## src/rtl/ps2_keypad_decoder_if.sv

```systemverilog
// Keyboard-pin and decoded-action bundle between the PS/2 decoder and the game logic.
// The master side is the decoder; the slave side is the keyboard pins plus the consumer.
interface ps2_keypad_decoder_if;
    logic       ps2_clk;
    logic       ps2_data;
    logic [3:0] user_value;
    logic       value_valid;
    logic       cursor_up;
    logic       cursor_down;
    logic       cursor_left;
    logic       cursor_right;
    logic       frame_error;

    modport master (
        input  ps2_clk,
        input  ps2_data,
        output user_value,
        output value_valid,
        output cursor_up,
        output cursor_down,
        output cursor_left,
        output cursor_right,
        output frame_error
    );

    modport slave (
        output ps2_clk,
        output ps2_data,
        input  user_value,
        input  value_valid,
        input  cursor_up,
        input  cursor_down,
        input  cursor_left,
        input  cursor_right,
        input  frame_error
    );
endinterface

```

## src/rtl/ps2_keypad_decoder.sv

```systemverilog
// PS/2 scan-code-set-2 receiver: synchronises the keyboard pins, deframes bytes and
// turns make codes into sudoku digit entries and cursor-move pulses.
module ps2_keypad_decoder #(
    parameter int TIMEOUT_CYCLES = 50000,
    parameter int CNT_W          = 16
) (
    input  logic                  clock,
    input  logic                  reset,
    ps2_keypad_decoder_if.master  kbd
);

    localparam logic [1:0] ST_IDLE   = 2'd0;
    localparam logic [1:0] ST_DATA   = 2'd1;
    localparam logic [1:0] ST_PARITY = 2'd2;
    localparam logic [1:0] ST_STOP   = 2'd3;

    localparam logic [CNT_W-1:0] TIMEOUT_LIMIT = CNT_W'(TIMEOUT_CYCLES);

    // ------------------------------------------------------------------
    // Pin synchronisers and registered falling-edge detect
    // ------------------------------------------------------------------
    logic [1:0] clk_sync;
    logic [1:0] data_sync;
    logic       clk_prev;
    logic       fall_q;
    logic       bit_q;

    // Sync flops reset to the idle-high line level so release of reset never looks like an edge.
    always_ff @(posedge clock or posedge reset) begin
        if (reset) begin
            clk_sync  <= 2'b11;
            data_sync <= 2'b11;
            clk_prev  <= 1'b1;
            fall_q    <= 1'b0;
            bit_q     <= 1'b1;
        end else begin
            // NOTE: non-blocking assignments let every stage read the previous cycle's value,
            // which is what makes this a real shift chain rather than one collapsed flop.
            clk_sync  <= {clk_sync[0], kbd.ps2_clk};
            data_sync <= {data_sync[0], kbd.ps2_data};
            clk_prev  <= clk_sync[1];
            fall_q    <= clk_prev & ~clk_sync[1];
            bit_q     <= data_sync[1];
        end
    end

    // ------------------------------------------------------------------
    // Frame deserialiser with inter-edge timeout
    // ------------------------------------------------------------------
    logic [1:0]       state;
    logic [3:0]       bit_cnt;
    logic [7:0]       shift_reg;
    logic             parity_bit;
    logic [CNT_W-1:0] tmo_cnt;
    logic             byte_stb;
    logic [7:0]       byte_q;
    logic             err_stb;
    logic             err_flush;

    always_ff @(posedge clock or posedge reset) begin
        if (reset) begin
            state      <= ST_IDLE;
            bit_cnt    <= '0;
            shift_reg  <= '0;
            parity_bit <= 1'b0;
            tmo_cnt    <= '0;
            byte_stb   <= 1'b0;
            byte_q     <= '0;
            err_stb    <= 1'b0;
            err_flush  <= 1'b0;
        end else begin
            byte_stb  <= 1'b0;
            err_stb   <= 1'b0;
            err_flush <= 1'b0;

            if (state == ST_IDLE) begin
                tmo_cnt <= '0;
                if (fall_q) begin
                    if (!bit_q) begin
                        state     <= ST_DATA;
                        bit_cnt   <= '0;
                        shift_reg <= '0;
                    end else begin
                        // Bad start bit: report it but leave any pending E0/F0 prefix alone.
                        err_stb <= 1'b1;
                    end
                end
            end else if (fall_q) begin
                tmo_cnt <= '0;
                if (state == ST_DATA) begin
                    shift_reg <= {bit_q, shift_reg[7:1]};
                    bit_cnt   <= bit_cnt + 4'd1;
                    if (bit_cnt == 4'd7) begin
                        state <= ST_PARITY;
                    end
                end else if (state == ST_PARITY) begin
                    parity_bit <= bit_q;
                    state      <= ST_STOP;
                end else begin
                    if (bit_q && ((^shift_reg) ^ parity_bit)) begin
                        byte_stb <= 1'b1;
                        byte_q   <= shift_reg;
                    end else begin
                        err_stb   <= 1'b1;
                        err_flush <= 1'b1;
                    end
                    state   <= ST_IDLE;
                    bit_cnt <= '0;
                end
            end else if (tmo_cnt == TIMEOUT_LIMIT) begin
                // Keyboard went quiet mid-frame: drop the partial byte silently.
                state     <= ST_IDLE;
                bit_cnt   <= '0;
                shift_reg <= '0;
                tmo_cnt   <= '0;
            end else begin
                tmo_cnt <= tmo_cnt + CNT_W'(1);
            end
        end
    end

    // ------------------------------------------------------------------
    // Scan-code decoder and registered outputs
    // ------------------------------------------------------------------
    function automatic logic [4:0] digit_of(input logic [7:0] code);
        logic [4:0] res;
        res = 5'd0;
        case (code)
            8'h16, 8'h69: res = {1'b1, 4'd1};
            8'h1E, 8'h72: res = {1'b1, 4'd2};
            8'h26, 8'h7A: res = {1'b1, 4'd3};
            8'h25, 8'h6B: res = {1'b1, 4'd4};
            8'h2E, 8'h73: res = {1'b1, 4'd5};
            8'h36, 8'h74: res = {1'b1, 4'd6};
            8'h3D, 8'h6C: res = {1'b1, 4'd7};
            8'h3E, 8'h75: res = {1'b1, 4'd8};
            8'h46, 8'h7D: res = {1'b1, 4'd9};
            8'h45, 8'h70, 8'h66: res = {1'b1, 4'd0};
            default: res = 5'd0;
        endcase
        return res;
    endfunction

    logic [4:0] digit_hit;
    assign digit_hit = digit_of(byte_q);

    logic       ext_flag;
    logic       brk_flag;
    logic [3:0] user_value_q;
    logic       value_valid_q;
    logic       up_q;
    logic       down_q;
    logic       left_q;
    logic       right_q;
    logic       frame_error_q;

    always_ff @(posedge clock or posedge reset) begin
        if (reset) begin
            ext_flag      <= 1'b0;
            brk_flag      <= 1'b0;
            user_value_q  <= '0;
            value_valid_q <= 1'b0;
            up_q          <= 1'b0;
            down_q        <= 1'b0;
            left_q        <= 1'b0;
            right_q       <= 1'b0;
            frame_error_q <= 1'b0;
        end else begin
            value_valid_q <= 1'b0;
            up_q          <= 1'b0;
            down_q        <= 1'b0;
            left_q        <= 1'b0;
            right_q       <= 1'b0;
            frame_error_q <= 1'b0;

            if (err_stb) begin
                frame_error_q <= 1'b1;
                if (err_flush) begin
                    ext_flag <= 1'b0;
                    brk_flag <= 1'b0;
                end
            end else if (byte_stb) begin
                if (byte_q == 8'hE0) begin
                    ext_flag <= 1'b1;
                end else if (byte_q == 8'hF0) begin
                    brk_flag <= 1'b1;
                end else if (brk_flag) begin
                    // Key releases carry no action.
                    brk_flag <= 1'b0;
                    ext_flag <= 1'b0;
                end else if (ext_flag) begin
                    ext_flag <= 1'b0;
                    case (byte_q)
                        8'h75:   up_q    <= 1'b1;
                        8'h72:   down_q  <= 1'b1;
                        8'h6B:   left_q  <= 1'b1;
                        8'h74:   right_q <= 1'b1;
                        default: ;
                    endcase
                end else if (digit_hit[4]) begin
                    user_value_q  <= digit_hit[3:0];
                    value_valid_q <= 1'b1;
                end
            end
        end
    end

    assign kbd.user_value   = user_value_q;
    assign kbd.value_valid  = value_valid_q;
    assign kbd.cursor_up    = up_q;
    assign kbd.cursor_down  = down_q;
    assign kbd.cursor_left  = left_q;
    assign kbd.cursor_right = right_q;
    assign kbd.frame_error  = frame_error_q;

endmodule

```

## src/flat_wrapper.sv

```systemverilog
// flat-port wrapper written by rule: the top's interface ports become plain ports
module ps2_keypad_decoder_flat 
#(
    parameter int TIMEOUT_CYCLES = 50000,
    parameter int CNT_W          = 16
)
  (clock, reset, kbd_ps2_clk, kbd_ps2_data, kbd_user_value, kbd_value_valid, kbd_cursor_up, kbd_cursor_down, kbd_cursor_left, kbd_cursor_right, kbd_frame_error);
  ps2_keypad_decoder_if kbd_i ();
  input  logic clock;
  input  logic reset;
  input wire logic [$bits(kbd_i.ps2_clk)-1:0] kbd_ps2_clk;
  input wire logic [$bits(kbd_i.ps2_data)-1:0] kbd_ps2_data;
  output wire logic [$bits(kbd_i.user_value)-1:0] kbd_user_value;
  output wire logic [$bits(kbd_i.value_valid)-1:0] kbd_value_valid;
  output wire logic [$bits(kbd_i.cursor_up)-1:0] kbd_cursor_up;
  output wire logic [$bits(kbd_i.cursor_down)-1:0] kbd_cursor_down;
  output wire logic [$bits(kbd_i.cursor_left)-1:0] kbd_cursor_left;
  output wire logic [$bits(kbd_i.cursor_right)-1:0] kbd_cursor_right;
  output wire logic [$bits(kbd_i.frame_error)-1:0] kbd_frame_error;
  assign kbd_i.ps2_clk = kbd_ps2_clk;
  assign kbd_i.ps2_data = kbd_ps2_data;
  assign kbd_user_value = kbd_i.user_value;
  assign kbd_value_valid = kbd_i.value_valid;
  assign kbd_cursor_up = kbd_i.cursor_up;
  assign kbd_cursor_down = kbd_i.cursor_down;
  assign kbd_cursor_left = kbd_i.cursor_left;
  assign kbd_cursor_right = kbd_i.cursor_right;
  assign kbd_frame_error = kbd_i.frame_error;
  ps2_keypad_decoder #(.TIMEOUT_CYCLES(TIMEOUT_CYCLES), .CNT_W(CNT_W)) u_core (.clock(clock), .reset(reset), .kbd(kbd_i));
endmodule
```

## config.mk

```make
export PLATFORM = sky130hd
export DESIGN_NAME = ps2_keypad_decoder_flat
export DESIGN_NICKNAME = d
export VERILOG_FILES = /design/src/rtl/ps2_keypad_decoder_if.sv /design/src/rtl/ps2_keypad_decoder.sv /design/src/flat_wrapper.sv
export SDC_FILE = /design/constraint.sdc
export NUM_CORES = 1
export LEC_CHECK = 0
export CAP_MARGIN = 40
export CORE_MARGIN = 3
export CORE_UTILIZATION = 35
export DETAILED_ROUTE_END_ITERATION = 7
export GPL_TIMING_DRIVEN = 0
export PLACE_DENSITY = 0.57
export SLEW_MARGIN = 15
export SYNTH_ARGS = -nofsm -noshare
export SYNTH_HDL_FRONTEND = slang
export SYNTH_SLANG_ARGS = --single-unit
```

## constraint.sdc

```tcl
create_clock -name clock -period 2.1 [get_ports clock]
set_clock_uncertainty 0.05 [all_clocks]
set_input_delay 0.525 -clock clock [delete_from_list [all_inputs] [get_ports clock]]
set_output_delay 0.525 -clock clock [all_outputs]
set_load 0.01 [all_outputs]
```

### After elaboration in Yosys (flattened, before gate mapping)

Index checks and enable logic that the tools add are counted.

| storage, ports and cells | value |
|---|---|
| bits of input ports | 4 |
| register bits after elaboration | 61 |

| cells by class | value |
|---|---|
| eq/ne operators | 35 |
| mux-type cells | 83 |
| add/sub/neg operators | 2 |
| reduce and logical (&&, ||, !) cells | 23 |
| bitwise operators | 11 |

Operators with widths:

| kind | number |
|---|---|
| 8-bit by 7-bit equality test with 1-bit output (second input constant) | 13 |
| 1-bit 2-to-1 mux | 58 |
| 5-bit case mux with 10 select lines | 1 |
| 8-bit by 6-bit equality test with 1-bit output (second input constant) | 6 |
| 16-bit 2-to-1 mux | 3 |
| 8-bit 2-to-1 mux | 6 |
| 4-bit 2-to-1 mux | 7 |
| 2-bit OR reduction | 9 |
| 16-bit by 1-bit adder with 16-bit output (second input constant) | 1 |
| 16-bit equality test (second input constant) | 1 |
| 8-bit by 5-bit equality test with 1-bit output (second input constant) | 2 |
| 8-bit equality test (second input constant) | 2 |
| 2-bit 2-to-1 mux | 8 |
| 4-bit AND reduction | 4 |
| 1-bit NOT | 9 |
| 4-bit != test (second input constant) | 2 |
| 8-bit parity | 1 |
| 7-bit AND reduction | 1 |
| 3-bit AND reduction | 2 |
| 5-bit AND reduction | 1 |
| 4-bit by 1-bit adder with 4-bit output (second input constant) | 1 |
| 4-bit by 3-bit equality test with 1-bit output (second input constant) | 1 |
| 2-bit by 1-bit != test with 1-bit output (second input constant) | 2 |
| 2-bit != test (second input constant) | 2 |
| other kinds (10) | 11 |

### Logic depth before layout (Yosys ltp)

Gate-level depths: netlist of run 1.

| logic depth | value |
|---|---|
| word-level depth | 10 |
| mapped depth | 8 |

### Least setup slack after synthesis of run 1

Ideal clock, no wire load.

| timing | value |
|---|---|
| path kind | register to register |
| from | register u_core.byte_q[3] |
| to | register u_core.user_value_q[2] (netlist: u_core.kbd.user_value[2]) |
| stages on the path, launching flop included | 7 |
| arrival time | 2.014 ns |
| slack | -0.089 ns |
| setup time | 0.125 ns |
| cell sequence | dfrtp_1 > or4b_2 > o22ai_1 > and3_1 > nor3b_1 > a31oi_2 > mux2_2 |

| between the ends | value |
|---|---|
| word-level cells in the longest chain between the ends | 4 |

Ends and longest elaborated chain:

| what | line | RTL |
|---|---|---|
| from (decl) | ps2_keypad_decoder.sv:56 | `logic [7:0] byte_q;` |
| from (signal assigned) | ps2_keypad_decoder.sv:102 | `byte_q <= shift_reg;` |
| 8-bit by 7-bit equality test with 1-bit output, or another cell as far along | ps2_keypad_decoder.sv:128 | `case (code)` |
| 3-bit OR reduction / 2-bit OR reduction (equally long branches) | ps2_keypad_decoder.sv:128 |  |
| 5-bit case mux with 10 select lines | ps2_keypad_decoder.sv:128 |  |
| 7-bit AND reduction (no source line) | n/a |  |
| to (signal assigned) | ps2_keypad_decoder.sv:201 | `user_value_q <= digit_hit[3:0];` |
| to (decl) | ps2_keypad_decoder.sv:149 | `logic [3:0] user_value_q;` |

Parallel ways exist; a longest one is shown, timed or not.
A chain may end at the register's enable or synchronous reset.

### Worst setup path in the final report of run 1

| timing | value |
|---|---|
| from | register u_core.shift_reg[7] |
| to | register u_core.byte_q[6] |

| between the ends | value |
|---|---|
| word-level cells in the longest chain between the ends | 4 |

Ends and longest elaborated chain:

| what | line | RTL |
|---|---|---|
| from (decl) | ps2_keypad_decoder.sv:52 | `logic [7:0] shift_reg;` |
| from (signal assigned) | ps2_keypad_decoder.sv:91 | `shift_reg <= {bit_q, shift_reg[7:1]};` |
| 8-bit parity | ps2_keypad_decoder.sv:100 | `if (bit_q && ((^shift_reg) ^ parity_bit)) begin` |
| 1-bit XOR | ps2_keypad_decoder.sv:100 |  |
| 1-bit logical AND | ps2_keypad_decoder.sv:100 |  |
| 5-bit AND reduction (no source line) | n/a |  |

Every way passes these cells.

==> impl_results.md, run 1 <==
* Post-Syn Instances at around 290
* Leakage power at 1.638 nW
* Core Area at 8382 sq um
* IO Port Bufs at 13
* Unrepaired setup endpoints after global routing: true
* Chip Width at 99.61 um
* Crit end category: flip-flop
* Vias in the first global route at between 2k and 2.5k
* H-tree Lvls at 3
* CP delay by family, top: XOR/XNOR gates
* Die Footprint at 9921 sq um
* CTS Hold Bufs at 0
* Buf/Inv on CP at 1
* Crit-path max FO at 4
* Largest net degree at the start of global routing at 54
* Ports at 14
* Final setup viols at 10
* Setup WS post-layout at -0.09177 ns
* Ant. Diodes at 0
* Area Growth Syn to Fin at 26.19%
* YS warnings at 0
* Seq cells post-synth at 61
* GRT Overall Usage at a little over an eighth
* Initial antenna violation count at 0
* Detailed placer's ending HPWL at a little over 4000 um
* Pwr Density at 977.0 nW/um^2
* CP Launch Type: flip-flop
* CTS Buffer Depth at 2
* Initial core utilization at 36.59%
* Gp weighted congestion at 0.8625
* CP max-delay cell: xnor3_1
* Cells along the critical path: xnor2_1 > xnor3_1 > xnor2_2 > nand2_1 > nor4_4 > buf_4 > mux2_4
* Flop-to-flop setup slack at -0.09 ns
* Synthesized area per cell at 10.47 sq um
* Hold crit path type: flip-flop to flip-flop
* Post-place setup slack at -0.3140 ns
* Initial drt markers at 116
* Clock root buffer: clkbuf_8
* Worst VDD drop at 0.5038 mV
* Clock Pin Slew Worst Setup and Hold Paths at 0.07 ns
* Slew @ Worst Pin at 0.5547 ns
* Req. time, crit path at ~2.3 ns
* CTS buffer count at 9
* Synth async-reset ratio at 100.0%
* DRC Markers at 0
* Final WL at ~6400 um
* Cell taking the most area after synthesis: dfrtp_1
* Count of flip-flops with a built-in enable after synthesis at 0
* Nets at 347
* Synth area leaders: dfrtp_1 (45%), dfstp_2 (5.1%), xor2_1 (4.0%)
* Max cap viols at 0
* Slew Limit Fails at 0
* Cell area after synthesis at 3067 sq um
* Die height at 99.61 um
* # rows at 33
* TritonCTS clock tree: built
* Layout cells sized above 1 at 26.90%
* Clock sinks at roughly 60
* Avg WL per Cell at 14.38 um
* Failing checks: setup timing
* Clk_lat worst skew at 0.34 ns
* Via count at approximately 2.4k
* Max reg flops at 16
* Global-route wire length before repair at roughly 11000 um
* Post-synth cell types at 56
* Congestion Overflow GR at 0
* ANT nets after route at 0
* Yosys top cell area share at ~45%
* Via/cell ratio at about 5.4
* Final hold slack at 0.3075 ns
* TritonRoute pass-1 iters at 4
* Path type of the worst setup path: flip-flop to flip-flop
* Minimum clock period at 2.192 ns
* Worst Path Arrival at approximately 2.4 ns
* Slew headroom at 62.06%
* Largest stage delay, worst path at between 0.4 and 0.5 ns
* FMAX at 0.4563 GHz
* Fin crit share at 104.4%
* Hold Fails Final Rpt at 0
* Status: complete, but fails checks
* Power Total at ~3.8 mW
* Top FF cell, synth: dfrtp_1
* Sequential area share after synthesis at roughly 50%
* Synthesized net count at 303
final timing paths:
| check | to | start | cells after the start |
|---|---|---|---|
| worst max-delay path | u_core.byte_q[6] | u_core.shift_reg[7] | 7 |
| worst max register to register | u_core.byte_q[6] | u_core.shift_reg[7] | 7 |
| worst min-delay path | u_core.bit_q | u_core.data_sync[1] | 0 |
| max in group asynchronous | u_core.clk_prev | reset | 3 |
| min in group asynchronous | u_core.kbd.cursor_down | reset | 2 |
| worst min register to register | u_core.bit_q | u_core.data_sync[1] | 0 |
kinds of logic after synthesis:
kind of cell	Yosys count	synth area share, %
AOI/OAI and AO/OA	50	11.95
xor gates and xnor gates	22	6.732
adders and majority gates	6	2.448
buffers and inverters	26	3.223
DFF	61	50.02
muxes	10	3.672
and+or+nand+nor	118	21.95
metal layers:
metal	routed length [um]	global-route usage, %	share of wire (%)
met1	2890	16.67	45
met2	3088	21.85	48
met3	326	3.787	5.1
met4	121	5.672	1.9
met5	0	0	0
stage by stage:
| step | instance area (sq um) | setup TNS, ns | std cells | utilization [%] |
|---|---|---|---|---|
| after global routing | 3870 | -1.924 | 447 | 46.17 |
| after CTS | 3699 | -1.209 | 435 | 44.13 |
| final | 3870 | -0.6685 | 447 | 46.17 |
| after detailed placement | 3398 | -5.747 | 412 | 40.54 |
| after floorplan | 3107 | -0.2549 | 293 | - |
| after global placement | 3368 | -72.04 | 411 | 40.19 |
layout make-up:
cell class / count / area [sq um]
timing repair buffer: 33 / 304.0
buffer: 14 / 86.33
tap: 105 / 131.4
clock inverter: 6 / 47.55
fill: 769 / 4512
multi-input combinational: 206 / 1578
sequential: 61 / 1538
clock buffer: 10 / 137.6
inverter: 12 / 47.55
placed cells by master, fill, tap and decap left out, types with 9 or more instances in the layout:
master,count
buf_4,18
clkbuf_8,11
clkdlybuf4s50_1,13
dfrtp_1,52
inv_1,11
mux2_4,9
nand2_1,16
nand3_1,11
nor2_1,31
xor2_1,14
synth_stat cells, types with 4 or more instances:
library cell	count
mux2_2	10
nor2_1	32
nor2b_1	7
a22o_1	8
inv_1	12
dfrtp_1	55
nand3b_1	8
nand4_1	6
ha_1	6
clkbuf_1	13
nand2b_1	4
xnor2_1	7
a21oi_1	5
o21ai_0	12
xor2_1	14
nand3_1	11
nand2_1	17
dfstp_2	6
o22ai_1	4
and3_1	6
worst register-to-register path, stage by stage, from the launching register on:
cell     delay [ns]
dfrtp_1        0.41
xnor2_1        0.18
xnor3_1        0.45
xnor2_2        0.17
nand2_1        0.11
nor4_4         0.21
buf_4          0.21
mux2_4         0.30
report_power, final:
part           leakage, nW  total [mW]  internal (mW)  switching (mW)
sequential           0.813        1.53           1.35           0.179
combinational        0.732        1.29          0.617           0.677
clock               0.0928       0.954          0.467           0.486
total                 1.64        3.78           2.44            1.34
timing repair:
item,CTS,global route
pin swaps,6,8
buffers inserted,7,11
cloned,0,1
resized for setup,18,32
setup endpoints to repair,26,38
(Power assumes the default switching activity.)
==> run 2, diff against run 1 <==
--- a/config.mk
+++ b/config.mk
@@ -11,6 +11,7 @@
 export DETAILED_ROUTE_END_ITERATION = 7
 export GPL_TIMING_DRIVEN = 0
 export PLACE_DENSITY = 0.57
+export SETUP_SLACK_MARGIN = 0.02
 export SLEW_MARGIN = 15
 export SYNTH_ARGS = -nofsm -noshare
 export SYNTH_HDL_FRONTEND = slang
==> run 2 against run 1 <==
  * The run still ends with setup timing left
  * Sequential share of layout area shrank 0.94 points
  * Core utilization grew 1.1 points
  * Count of clock-buffer cells in the layout is the same
  * Non-clock buffer count grew 3
  * Hold slack lost 0.0010 ns
  * Setup slack gained 0.025 ns
  * Combinational power grew 3%
  * Register-to-register slack gained 0.03 ns
  * Flip-flop and latch count is the same
==> impl_results.md, run 2 (same netlist as run 1, synthesis figures left out) <==
* Die height at 99.61 um (unchanged)
* Crit end category: flip-flop
* Chip Width at 99.61 um (unchanged)
* Hold crit path type: flip-flop to flip-flop
* Vias in the first global route at 2315 (+0.17%)
* CP Launch Type: flip-flop
* Power share of the combinational group at 34.0% (-0.2 points)
* Max reg flops at 16 (unchanged)
* Die Footprint at 9921 sq um (unchanged)
* Slew @ Worst Pin at 0.5465 ns (-0.008182 ns)
* Net Sw Frac at 34.46% (-1.0 points)
* Placed Instances at 412 (unchanged)
* Max cap viols at 0 (unchanged)
* Most frequent cells in the layout: dfrtp_1 (53), nor2_1 (30), buf_4 (19)
* Fin cells at 450 (+0.67%)
* Leakage power at 1.663 nW (+1.5%)
* Slew headroom at 62.62% (+0.56 points)
* TritonRoute pass-1 iters at 4 (unchanged)
* Final WL at 6477 um (+0.78%)
* Final core utilization at 47.25% (+1.1 points)
* # rows at 33 (unchanged)
* TritonCTS clock tree: built
* Minimum clock period at 2.167 ns (-0.02506 ns)
* Worst Path Arrival at 2.34 ns (-0.02 ns)
* CTS buffer count at 9 (unchanged)
* Setup WS post-layout at -0.06671 ns (+0.02506 ns)
* Largest net degree at the start of global routing at 62 (+15%)
* Int Pwr at 2.569 mW (+5.3%)
* Clock root buffer: clkbuf_8
* Pwr Density at 990.0 nW/um^2 (+1.3%)
* Status: complete, but fails checks
* Worst r2r src: u_core.shift_reg[4]
* Initial core utilization at 36.59% (unchanged)
* ANT nets after route at 0 (unchanged)
* Flop pwr share at 39.5% (-1.1 points)
* Ant. Diodes at 0 (unchanged)
* Slew Limit Fails at 0 (unchanged)
* Gp weighted congestion at 0.8848 (+2.6%)
* Via count at 2386 (-0.79%)
* Worst hold start: u_core.data_sync[0]
* Crit-path max FO at 4 (unchanged)
* FMAX at 0.4615 GHz (+1.2%)
* Layout cells sized above 1 at 28.70% (+1.8 points)
* Largest stage delay, worst path at 0.44 ns (about the same)
* Area Growth Syn to Fin at 29.13%
* Congestion Overflow GR at 0 (unchanged)
* Cell area after layout at 3960 sq um (+2.3%)
* Detailed placer's ending HPWL at 3998 um (-2.9%)
* Fill cells at 790 (+2.7%)
* Cells along the critical path: xor2_1 > xnor3_1 > xnor2_2 > nand2_1 > nor4_4 > buf_4 > mux2_4
* Fin crit share at 103.2% (-1.2 points)
* Clock Pin Slew Worst Setup and Hold Paths at 0.07 ns (about the same)
* GRT Overall Usage at 13.86% (+0.45 points)
* Via/cell ratio at 5.302 (-1.5%)
* IO Port Bufs at 13 (unchanged)
* Switching pwr at 1.351 mW (+0.69%)
* Req. time, crit path at 2.27 ns (about the same)
* CTS Hold Bufs at 0 (unchanged)
* Avg WL per Cell at 14.39 um (+0.11%)
* Buf/Inv on CP at 1 (unchanged)
* Failing checks: setup timing
* Clock share of power at 26.5% (+1.3 points)
* CTS Buffer Depth at 2 (unchanged)
* Clock sinks at 61 (unchanged)
* Commonest non-fill, non-tap cell in the layout: dfrtp_1
* Worst VDD drop at 0.4776 mV (-5.2%)
* Initial drt markers at 120 (+3.4%)
* Ports at 14 (unchanged)
* Clk_lat worst skew at 0.34 ns (about the same)
* H-tree Lvls at 3 (unchanged)
* Final setup viols at 8 (-2)
* DRC Markers at 0 (unchanged)
* Global-route wire length before repair at 11010 um (+3.0%)
* CP delay by family, top: XOR/XNOR gates
* Initial antenna violation count at 0 (unchanged)
* CP max-delay cell: xnor3_1
* Post-DP Area at 3398 sq um (unchanged)
* Crit. Startpoint: u_core.shift_reg[4]
* Unrepaired setup endpoints after global routing: true
* Hold Fails Final Rpt at 0 (unchanged)
* Path type of the worst setup path: flip-flop to flip-flop
* Power Total at 3.921 mW (+3.7%)
* Core Area at 8382 sq um (unchanged)
* Nets at 350 (+0.86%)
==> run 2: cell count changes in the layout (fill, tap and decap cells not counted), sizes merged <==
cell,change
buf,+5
clkbuf,-2
clkinv,-2
clkinvlp,+2
bufinv,+1
inv,-1
==> run 2: routing by layer <==
metal | part of all wire, % | global-route usage [%] | up-vias | wire (um)
met2 | 50 | 23.09 | 62 | 3250
met5 | 0 | 0 | - | 0
li1 | - | - | 1150 | -
met3 | 4.8 | 5.119 | 9 | 308
met4 | 1.0 | 4.307 | 0 | 65
met1 | 44 | 16.69 | 1165 | 2853
==> run 2: final cells by class <==
type / instances / area, sq um / share of cell area, %
tap: 105 / 131.4 / 3.318
buffer: 14 / 91.34 / 2.306
timing repair buffer: 36 / 337.8 / 8.531
sequential: 61 / 1536 / 38.80
clock inverter: 6 / 62.56 / 1.580
clock buffer: 10 / 137.6 / 3.476
multi-input combinational: 206 / 1615 / 40.79
inverter: 12 / 47.55 / 1.201
==> run 2: metrics by stage <==
step	TNS (ns)	hold slack, ns	setup slack, ns
finish	-0.4330	0.3065	-0.06671
global route	-1.868	0.3102	-0.1849
CTS	-1.151	0.3081	-0.1514
detailed placement	-5.071	0.2976	-0.2970
global placement	-69.73	0.2975	-1.125
floorplan	-0.2549	0.2952	-0.03055
==> run 2: final timing paths <==
kind,to,slack (ns),cells past startpoint
setup / recovery,u_core.byte_q[7],-0.07,7
hold / removal,u_core.data_sync[1],0.31,0
setup reg to reg,u_core.byte_q[7],-0.07,7
hold reg to reg,u_core.data_sync[1],0.31,0
max in group asynchronous,u_core.bit_q,1.15,3
min in group asynchronous,u_core.kbd.cursor_right,0.55,3
==> run 2: timing repair <==
item | CTS | global route
endpoints found under the setup margin | 32 | 37
gates resized for setup | 30 | 34
setup buffers | 19 | 3
gates cloned | 1 | 0
pin swaps | 12 | 12
hold endpoints to repair | 0 | 0
==> run 2: power by group through the flow <==
stage	Combinational [mW]	Sequential (mW)	Clock [mW]
after floorplan	0.847	1.51	0
after global placement	1.04	1.55	0
after detailed placement	1.05	1.55	0
after CTS	1.28	1.53	1.08
after global routing	1.48	1.57	1.13
final	1.33	1.55	1.04
==> run 3, diff against run 2 <==
--- a/config.mk
+++ b/config.mk
@@ -9,8 +9,7 @@
 export CORE_MARGIN = 3
 export CORE_UTILIZATION = 35
 export DETAILED_ROUTE_END_ITERATION = 7
-export GPL_TIMING_DRIVEN = 0
-export PLACE_DENSITY = 0.57
+export PLACE_DENSITY = 0.55
 export SETUP_SLACK_MARGIN = 0.02
 export SLEW_MARGIN = 15
 export SYNTH_ARGS = -nofsm -noshare
==> constraint.sdc (replaced) <==
create_clock -name clock -period 2.8 [get_ports clock]
set_clock_uncertainty 0.05 [all_clocks]
set_input_delay 0.7 -clock clock [delete_from_list [all_inputs] [get_ports clock]]
set_output_delay 0.7 -clock clock [all_outputs]
set_load 0.01 [all_outputs]
==> run 3 against run 2 <==
  * Core utilization decreased by 4.6 points
  * Largest power group unchanged
  * Non-clock buffer count is 31 lower
  * Count of clock-buffer cells in the layout up 3
  * Sequential power down 24%
  * The flow now finishes without violations
  * Global-route usage down 0.87 points
  * Cell count decreased by 6.9%
  * Hold slack hardly changed
  * Power shrank 27%
  * Setup slack better by 0.43 ns
  * Critical path depth shrank 1
  * Cell area is 9.7% lower
  * Critical path type unchanged
  * Register-to-register slack improved by 0.43 ns
==> impl_results.md, run 3 (same netlist as run 1, synthesis figures left out) <==
* Status: finished, final reports clean
* Vias in the first global route at 2220 (-4.1%)
* DRC Markers at 0 (unchanged)
* Largest net degree at the start of global routing at 62 (unchanged)
* Worst Path Arrival at 2.60 ns (+0.26 ns)
* Slew @ Worst Pin at 0.6806 ns (+0.1341 ns)
* Chip Width at 99.61 um (unchanged)
* Minimum clock period at 2.433 ns (+0.2666 ns)
* Pwr Density at 797.7 nW/um^2 (-19%)
* Via/cell ratio at 5.320 (+0.33%)
* Nets at 319 (-8.9%)
* GRT Overall Usage at 12.99% (-0.87 points)
* Clk_lat worst skew at 0.33 ns (about the same)
* # rows at 33 (unchanged)
* Flop pwr share at 41.5% (+2.0 points)
* TritonRoute pass-1 iters at 5 (+1)
* Most frequent cells in the layout: dfrtp_1 (55), nor2_1 (32), nand2_1 (17)
* Unrepaired setup endpoints after global routing: false
* Initial core utilization at 36.59% (unchanged)
* CP Launch Type: flip-flop
* Ant. Diodes at 0 (unchanged)
* Worst VDD drop at 0.3416 mV (-28%)
* CTS Buffer Depth at 2 (unchanged)
* ANT nets after route at 0 (unchanged)
* CTS Hold Bufs at 0 (unchanged)
* TritonCTS clock tree: built
* Final WL at 5903 um (-8.9%)
* Ports at 14 (unchanged)
* FMAX at 0.4110 GHz (-11%)
* Final setup viols at 0 (-8)
* Crit end category: flip-flop
* Final core utilization at 42.66% (-4.6 points)
* Fill cells at 812 (+2.8%)
* Clock Pin Slew Worst Setup and Hold Paths at 0.06 ns (about the same)
* Global-route wire length before repair at 10380 um (-5.8%)
* Setup TNS at 0 ns (+0.4330 ns)
* Switching pwr at 0.9038 mW (-33%)
* Power share of the combinational group at 26.1% (-7.9 points)
* Clock root buffer: clkbuf_8
* Die height at 99.61 um (unchanged)
* Clock sinks at 61 (unchanged)
* Clock share of power at 32.4% (+5.9 points)
* Gp weighted congestion at 0.7911 (-11%)
* Hold crit path type: flip-flop to flip-flop
* H-tree Lvls at 3 (unchanged)
* Initial drt markers at 52 (-57%)
* Via count at 2229 (-6.6%)
* Commonest non-fill, non-tap cell in the layout: dfrtp_1
* Initial antenna violation count at 0 (unchanged)
* Slew Limit Fails at 0 (unchanged)
* Fin cells at 419 (-6.9%)
* Hold Fails Final Rpt at 0 (unchanged)
* Slew headroom at 54.63% (-8.0 points)
* Placed Instances at 403 (-2.2%)
* Detailed placer's ending HPWL at 3963 um (-0.88%)
* Layout cells sized above 1 at 14.65% (-14 points)
* Area Growth Syn to Fin at 16.61%
* Post-cts resize count at 0 (-100%)
* Leakage power at 1.507 nW (-9.4%)
* Int Pwr at 1.949 mW (-24%)
* Net Sw Frac at 31.68% (-2.8 points)
* Core Area at 8382 sq um (unchanged)
* CTS buffer count at 9 (unchanged)
* Path type of the worst setup path: flip-flop to flip-flop
* Die Footprint at 9921 sq um (unchanged)
* Congestion Overflow GR at 0 (unchanged)
* Max reg flops at 16 (unchanged)
* Avg WL per Cell at 14.09 um (-2.1%)
* Max cap viols at 0 (unchanged)
* Crit-path max FO at 13 (+9)
* Req. time, crit path at 2.97 ns (+0.70 ns)
* IO Port Bufs at 13 (unchanged)
* Fin crit share at 86.90% (-16 points)
* Post-CTS Setup Bufs at 0 (-19)
run 3: worst max-delay path, stage by stage (launching register included):
cell     delay [ns]
dfrtp_1        0.58
or4b_2         0.64
o22ai_1        0.14
and3_1         0.19
nor3b_1        0.07
a31oi_2        0.28
mux2_2         0.36
run 3: final cells by class:
type | instances | area, sq um | share of cell area (%)
Sequential cell | 61 | 1534 | 42.90
Multi-Input combinational cell | 206 | 1434 | 40.10
Timing Repair Buffer | 19 | 187.7 | 5.248
Clock buffer | 13 | 178.9 | 5.004
Tap cell | 105 | 131.4 | 3.674
Clock inverter | 3 | 65.06 | 1.819
Inverter | 12 | 45.04 | 1.260
run 3: worst paths after layout:
| check | to | from | slack [ns] | cells after the start |
|---|---|---|---|---|
| worst max-delay path | u_core.kbd.user_value[2] | u_core.byte_q[1] | 0.37 | 6 |
| worst min-delay path | u_core.data_sync[1] | u_core.data_sync[0] | 0.31 | 0 |
| worst max register to register | u_core.kbd.user_value[2] | u_core.byte_q[1] | 0.37 | 6 |
| worst min register to register | u_core.data_sync[1] | u_core.data_sync[0] | 0.31 | 0 |
| max in group asynchronous | u_core.clk_prev | reset | 1.68 | 3 |
| min in group asynchronous | u_core.kbd.cursor_up | reset | 0.70 | 3 |
run 3: power groups by stage:
stage / logic, mW / registers [mW] / clock network, mW
5_1_grt: 0.834 / 1.21 / 0.991
6_report: 0.745 / 1.18 / 0.925
2_1_floorplan: 0.623 / 1.13 / 0
3_3_place_gp: 0.739 / 1.20 / 0
3_5_place_dp: 0.751 / 1.20 / 0
4_1_cts: 0.756 / 1.18 / 0.963
run 3: routing by layer:
layer / wire [um] / track usage, % / vias up
li1: - / - / 1088
met1: 2801 / 16.60 / 1089
met2: 2765 / 20.30 / 40
met3: 214 / 3.857 / 12
met4: 121 / 5.882 / 0
met5: 0 / 0 / -
run 3: through the flow:
stage	total power, mW	hold WS, ns	cell area, sq um	worst slack [ns]
after floorplan	1.752	0.2952	3067	0.5469
after global placement	1.934	0.2961	3332	0.3732
after detailed placement	1.948	0.2975	3332	0.3798
after CTS	2.900	0.3075	3576	0.3748
after global routing	3.032	0.3106	3576	0.1959
final	2.852	0.3061	3576	0.3667
